File: src/rtl/inv_mix_columns_iter.sv
// Iterative AES InvMixColumns: transforms a 128-bit state COLS_PER_CYCLE columns
// per clock behind a valid/ready handshake and holds the result until taken.
module inv_mix_columns_iter #(
    parameter int COLS_PER_CYCLE = 1
) (
    input  logic         clk,
    input  logic         rst,
    input  logic         in_valid,
    output logic         in_ready,
    input  logic [127:0] in_data,
    output logic         out_valid,
    input  logic         out_ready,
    output logic [127:0] out_data,
    output logic         busy
);

    if (!(COLS_PER_CYCLE == 1 || COLS_PER_CYCLE == 2 || COLS_PER_CYCLE == 4)) begin : gen_bad_cols
        $error("inv_mix_columns_iter: COLS_PER_CYCLE must be 1, 2 or 4");
    end

    // For 4 columns per cycle the step wraps to 0 and the first column is also the last.
    localparam logic [1:0] COL_STEP = 2'(COLS_PER_CYCLE);
    localparam logic [1:0] LAST_COL = 2'(4 - COLS_PER_CYCLE);

    typedef enum logic [1:0] {
        IDLE = 2'd0,
        BUSY = 2'd1,
        DONE = 2'd2
    } state_t;

    function automatic logic [7:0] xtime(input logic [7:0] a);
        return {a[6:0], 1'b0} ^ (a[7] ? 8'h1b : 8'h00);
    endfunction

    function automatic logic [7:0] mul_09(input logic [7:0] a);
        return xtime(xtime(xtime(a))) ^ a;
    endfunction

    function automatic logic [7:0] mul_0b(input logic [7:0] a);
        return xtime(xtime(xtime(a))) ^ xtime(a) ^ a;
    endfunction

    function automatic logic [7:0] mul_0d(input logic [7:0] a);
        return xtime(xtime(xtime(a))) ^ xtime(xtime(a)) ^ a;
    endfunction

    function automatic logic [7:0] mul_0e(input logic [7:0] a);
        return xtime(xtime(xtime(a))) ^ xtime(xtime(a)) ^ xtime(a);
    endfunction

    function automatic logic [31:0] inv_mix_col(input logic [31:0] col);
        logic [7:0] a0;
        logic [7:0] a1;
        logic [7:0] a2;
        logic [7:0] a3;
        a0 = col[31:24];
        a1 = col[23:16];
        a2 = col[15:8];
        a3 = col[7:0];
        return {mul_0e(a0) ^ mul_0b(a1) ^ mul_0d(a2) ^ mul_09(a3),
                mul_09(a0) ^ mul_0e(a1) ^ mul_0b(a2) ^ mul_0d(a3),
                mul_0d(a0) ^ mul_09(a1) ^ mul_0e(a2) ^ mul_0b(a3),
                mul_0b(a0) ^ mul_0d(a1) ^ mul_09(a2) ^ mul_0e(a3)};
    endfunction

    state_t       state_r;
    state_t       state_s;
    logic [127:0] work_r;
    logic [127:0] work_s;
    logic [127:0] xform_s;
    logic [1:0]   col_idx_r;
    logic [1:0]   col_idx_s;
    logic         out_valid_r;
    logic         out_valid_s;
    logic [127:0] out_data_r;
    logic [127:0] out_data_s;
    logic         busy_r;
    logic         can_take_s;
    logic         accept_s;

    assign can_take_s = (state_r == IDLE) || ((state_r == DONE) && out_ready);
    assign in_ready   = !rst && can_take_s;
    assign accept_s   = in_valid && in_ready;
    assign out_valid  = out_valid_r;
    assign out_data   = out_data_r;
    assign busy       = busy_r;

    // Working state with the current group of columns replaced by their transform.
    always_comb begin
        xform_s = work_r;
        for (int k = 0; k < COLS_PER_CYCLE; k++) begin
            xform_s[7'd127 - {col_idx_r + 2'(k), 5'd0} -: 32] =
                inv_mix_col(work_r[7'd127 - {col_idx_r + 2'(k), 5'd0} -: 32]);
        end
    end

    // Next-state and datapath update for the IDLE/BUSY/DONE handshake FSM.
    always_comb begin
        state_s     = state_r;
        work_s      = work_r;
        col_idx_s   = col_idx_r;
        out_valid_s = out_valid_r;
        out_data_s  = out_data_r;
        case (state_r)
            IDLE: begin
                if (accept_s) begin
                    state_s   = BUSY;
                    work_s    = in_data;
                    col_idx_s = 2'd0;
                end else begin
                    state_s   = IDLE;
                end
            end
            BUSY: begin
                work_s    = xform_s;
                col_idx_s = col_idx_r + COL_STEP;
                if (col_idx_r == LAST_COL) begin
                    state_s     = DONE;
                    out_valid_s = 1'b1;
                    out_data_s  = xform_s;
                end else begin
                    state_s     = BUSY;
                end
            end
            DONE: begin
                if (out_ready) begin
                    out_valid_s = 1'b0;
                    if (accept_s) begin
                        state_s   = BUSY;
                        work_s    = in_data;
                        col_idx_s = 2'd0;
                    end else begin
                        state_s   = IDLE;
                    end
                end else begin
                    state_s = DONE;
                end
            end
            default: begin
                state_s     = IDLE;
                out_valid_s = 1'b0;
            end
        endcase
    end

    // State, working-state and output registers with synchronous reset.
    always_ff @(posedge clk) begin
        if (rst) begin
            state_r     <= IDLE;
            work_r      <= 128'd0;
            col_idx_r   <= 2'd0;
            out_valid_r <= 1'b0;
            out_data_r  <= 128'd0;
            busy_r      <= 1'b0;
        end else begin
            state_r     <= state_s;
            work_r      <= work_s;
            col_idx_r   <= col_idx_s;
            out_valid_r <= out_valid_s;
            out_data_r  <= out_data_s;
            busy_r      <= (state_s == BUSY);
        end
    end

endmodule
File: config.mk
export PLATFORM = sky130hd
export DESIGN_NAME = inv_mix_columns_iter
export DESIGN_NICKNAME = d
export VERILOG_FILES = /design/src/rtl/inv_mix_columns_iter.sv
export SDC_FILE = /design/constraint.sdc
export NUM_CORES = 1
export LEC_CHECK = 0
export ABC_AREA = 1
export CORE_MARGIN = 3
export CORE_UTILIZATION = 36
export CTS_BUF_LIST = sky130_fd_sc_hd__clkbuf_4 sky130_fd_sc_hd__clkbuf_8 sky130_fd_sc_hd__clkbuf_16
export CTS_CLUSTER_DIAMETER = 200
export DETAILED_ROUTE_END_ITERATION = 12
export PLACE_DENSITY_LB_ADDON = 0.05
export RECOVER_POWER = 50
export SYNTH_ARGS = -nofsm -noshare
export SYNTH_HDL_FRONTEND = slang
export SYNTH_SLANG_ARGS = --single-unit
File: constraint.sdc
create_clock -name clk -period 3.6 [get_ports clk]
set_input_delay 0.36 -clock clk [delete_from_list [all_inputs] [get_ports clk]]
set_output_delay 0.36 -clock clk [all_outputs]
set_load 0.005 [all_outputs]
==> impl_metrics.env <==
export IMPL_tightest_slew_ns=1.57
export IMPL_drt_first_pass_iters=6
export IMPL_power_frac_seq=0.206
export IMPL_switching_power_mw=7.36
export IMPL_grt_max_degree=105
export IMPL_syn_cell_area_sq_um=17800
export IMPL_vias=21635
export IMPL_track_usage=0.357
export IMPL_die_y_microns=228
export IMPL_insertion_delay_ns=0.61
export IMPL_drtAntennaViolNets=0
export IMPL_wl_met2_microns=42200
export IMPL_power_mw=15.4
export IMPL_grt_pass1_wl_microns=139000
export IMPL_grt_pass1_vias=19869
export IMPL_setup_viol_count_final=0
export IMPL_die_width_microns=228
export IMPL_syn_instance_count=2860
export IMPL_hold_start="in_valid"
export IMPL_peakVddDrop_uv=432
export IMPL_synth_top_flop_cell="dfxtp_1"
export IMPL_ctsLongestPathBuffers=3
export IMPL_register_area_sq_um=5250
export IMPL_yosys_cell_count_top_type="nand2_1"
export IMPL_synth_top_area_share=0.295
export IMPL_min_to="state_r[0]"
export IMPL_place_hpwl_microns=75200
export IMPL_yosysTopAreaCell="dfxtp_1"
export IMPL_synth_seq_area_share=0.295
export IMPL_core_sq_um=48200
export IMPL_antenna_found_initial=4
export IMPL_synth_edf_count=0
export IMPL_synthTopCellsByArea="dfxtp_1 30%, nand2_1 21%, nand3_1 7.1%"
export IMPL_io_pins=263
export IMPL_htree_levels=1
export IMPL_rr_worst_depth=14
export IMPL_drive_gt1_frac=0.123
export IMPL_rrSetupSlack_ns=0.06
export IMPL_cts_tree="built"
export IMPL_drc=0
export IMPL_synth_async_reset_ratio=0
export IMPL_startpoint="col_idx_r[1]"
export IMPL_clkPwrFrac=0.216
export IMPL_worst_ep_arrival_time_ns=4.07
export IMPL_post_cts_buffers=0
export IMPL_worstReg2RegEnd="work_r[16]"
export IMPL_drt_met1_wl_microns=40200
export IMPL_ctsHoldBuffers=0
export IMPL_cp_slowest_cell="dfxtp_1"
export IMPL_layout_nets=3358
export IMPL_fin_tns_setup_ns=0
export IMPL_numCtsBuffers=31
export IMPL_highest_layer="met5"
export IMPL_vias_per_cell=5.54
export IMPL_comb_power_share=0.578
export IMPL_routed_wl_microns=97400
export IMPL_dieArea_sq_um=52000
export IMPL_status="complete, but fails checks"
export IMPL_start_kind="register"
export IMPL_utilization=0.490
export IMPL_cts_sinks=262
export IMPL_syn_area_per_cell_sq_um=6.21
export IMPL_gp_congestion=1.01
export IMPL_slew_headroom=-0.0493
export IMPL_rsz0062_at_grt="false"
export IMPL_detail_route_iter0_violations=2695
export IMPL_synth_nets=2996
export IMPL_grt_overflow=0
export IMPL_ys_warn_count=0
export IMPL_cts_clk_slew_worst_paths_ns=0.06
export IMPL_hold_viol=0
export IMPL_whs_path_depth=3
export IMPL_worstReg2RegStart="col_idx_r[1]"
export IMPL_wl_met3_microns=9610
export IMPL_numPortBuffers=262
export IMPL_worstPathCellList="inv_4 > clkbuf_4 > nand3_1 > nand2_2 > nand2_1 > nand2_2 > buf_4 > xor2_1 > xnor2_1 > xor2_1 > clkbuf_2 > nand3_1 > a21o_1 > a21oi_1"
export IMPL_fin_crit_ns=3.54
export IMPL_clock_tree_root_cell="clkbuf_16"
export IMPL_n_fill_cell=5046
export IMPL_rows=80
export IMPL_cp_slowest_stage_delay_ns=0.39
export IMPL_finalCritPeriodShare=0.983
export IMPL_holdCritPathClass="in -> reg"
export IMPL_maxCapViolCount=1
export IMPL_critPathKind="reg -> reg"
export IMPL_setup_worst_path_end_class="register"
export IMPL_internal_power_mw=8.08
export IMPL_maxSlewViolCount=32
export IMPL_fin_worst_skew_ns=0.0213
export IMPL_synth_common_cells="972 x nand2_1, 262 x dfxtp_1, 252 x nand3_1"
export IMPL_crit_required_ns=4.13
export IMPL_drt_wirelength_per_cell_microns=24.9
export IMPL_power_leakage_nw=11.4
export IMPL_violations="capacitance limit, slew limit"
export IMPL_multiInputGateArea_sq_um=10800
export IMPL_p_sw_frac=0.477
export IMPL_area_growth_syn_to_layout_pct=33.1
export IMPL_path_max_fanout=24
export IMPL_fmaxAchievable_ghz=0.283
export IMPL_ys_types=38
export IMPL_initial_utilization=0.368
export IMPL_p_per_area_nw_per_um2=653
export IMPL_synth_seq_cells=262
[layout make-up]
class / count / share of cell area
Sequential cell: 262 / 0.222
Tap cell: 656 / 0.0347
Antenna cell: 2 / 0.000212
Inverter: 232 / 0.0373
Multi-Input combinational cell: 2190 / 0.458
Clock inverter: 16 / 0.00789
Clock buffer: 41 / 0.0371
Timing Repair Buffer: 505 / 0.203
[worst max-delay path, delay by kind of cell, from the launching register on]
family                 cells  cell delay [ns]
flip-flops                 1             0.39
XOR/XNOR                   3             0.74
AND/OR/NAND/NOR            5             1.05
buffers and inverters      4             0.94
AO/OA/AOI/OAI              2             0.32
[worst max path at each step]
| stage | slack (ns) | cells after the start | endpoint |
|---|---|---|---|
| 6_report | 0.06 | 14 | work_r[16] |
| 3_5_place_dp | 0.17 | 17 | work_r[79] |
| 5_1_grt | 0.0008 | 19 | out_data[11] |
| 3_3_place_gp | 0.08 | 17 | work_r[79] |
| 4_1_cts | 0.12 | 17 | work_r[79] |
| 2_1_floorplan | 1.10 | 15 | work_r[44] |
[flip-flops by register name, indices dropped and copies added, names as in the netlist]
register   cells
out_data     128
work_r       128
col_idx_r      2
state_r        2
busy           1
out_valid      1
[per-stage QoR]
| step | instances | hold WS (ns) | area, sq um | setup slack (ns) |
|---|---|---|---|---|
| 6_report | 3904 | 0.180 | 23600 | 0.0608 |
| 5_1_grt | 3902 | 0.172 | 23600 | 0.000822 |
| 3_3_place_gp | 3845 | 0.452 | 22700 | 0.0848 |
| 4_1_cts | 3902 | 0.152 | 23700 | 0.120 |
| 3_5_place_dp | 3845 | 0.455 | 22700 | 0.171 |
| 2_1_floorplan | 2860 | 0.459 | 17800 | 1.10 |
[what timing repair did]
item | 4_1_cts | 5_1_grt
setup endpoints to repair | 0 | 5
endpoints found under the hold margin | 0 | 0
resized for setup | 0 | 5
[layout by cell type (no fill, tap or decap), types with 3 or more instances in the layout]
cell type	instances
o21bai_1	96
a221oi_1	12
dfxtp_1	261
nand2_2	56
clkdlybuf4s50_1	130
inv_2	8
or2_0	3
clkbuf_8	4
o21ai_1	13
xnor2_1	36
buf_12	32
nand2_1	976
clkbuf_1	10
xnor2_2	4
nand3_1	252
bufinv_16	3
buf_4	195
clkinv_2	7
nor2_1	159
clkbuf_4	11
nand2_4	10
a32o_1	38
or2_1	5
ha_1	4
xor2_2	4
clkbuf_16	31
nand4_1	55
a21oi_1	230
nand3b_1	7
xor2_1	53
inv_1	220
dlygate4sd3_1	130
inv_6	3
nand3_2	11
o21ai_0	152
[metal layers]
metal | track usage | up-vias
li1 | - | 10012
met3 | 0.0873 | 224
met1 | 0.472 | 10197
met2 | 0.545 | 1200
met4 | 0.168 | 2
met5 | 0 | -
[power by group through the flow]
stage	Sequential, mW	Combinational [mW]	Clock [mW]
global route	3.19	9.30	3.45
global placement	3.24	8.82	0
finish	3.19	8.92	3.33
CTS	3.18	8.83	3.35
floorplan	3.17	3.76	0
detailed placement	3.24	8.79	0
[logic make-up (layout without fill, tap and decap cells)]
kind of cell,Yosys count,after routing,share of synthesized area
simple gates,1540,1540,0.371
compound gates,548,548,0.182
buf+inv,408,794,0.0953
flops,262,262,0.295
xor+xnor,98,98,0.0532
fa+ha+maj,4,4,0.00282
other cells,0,2,0
Power figures use the tool's default switching activity.
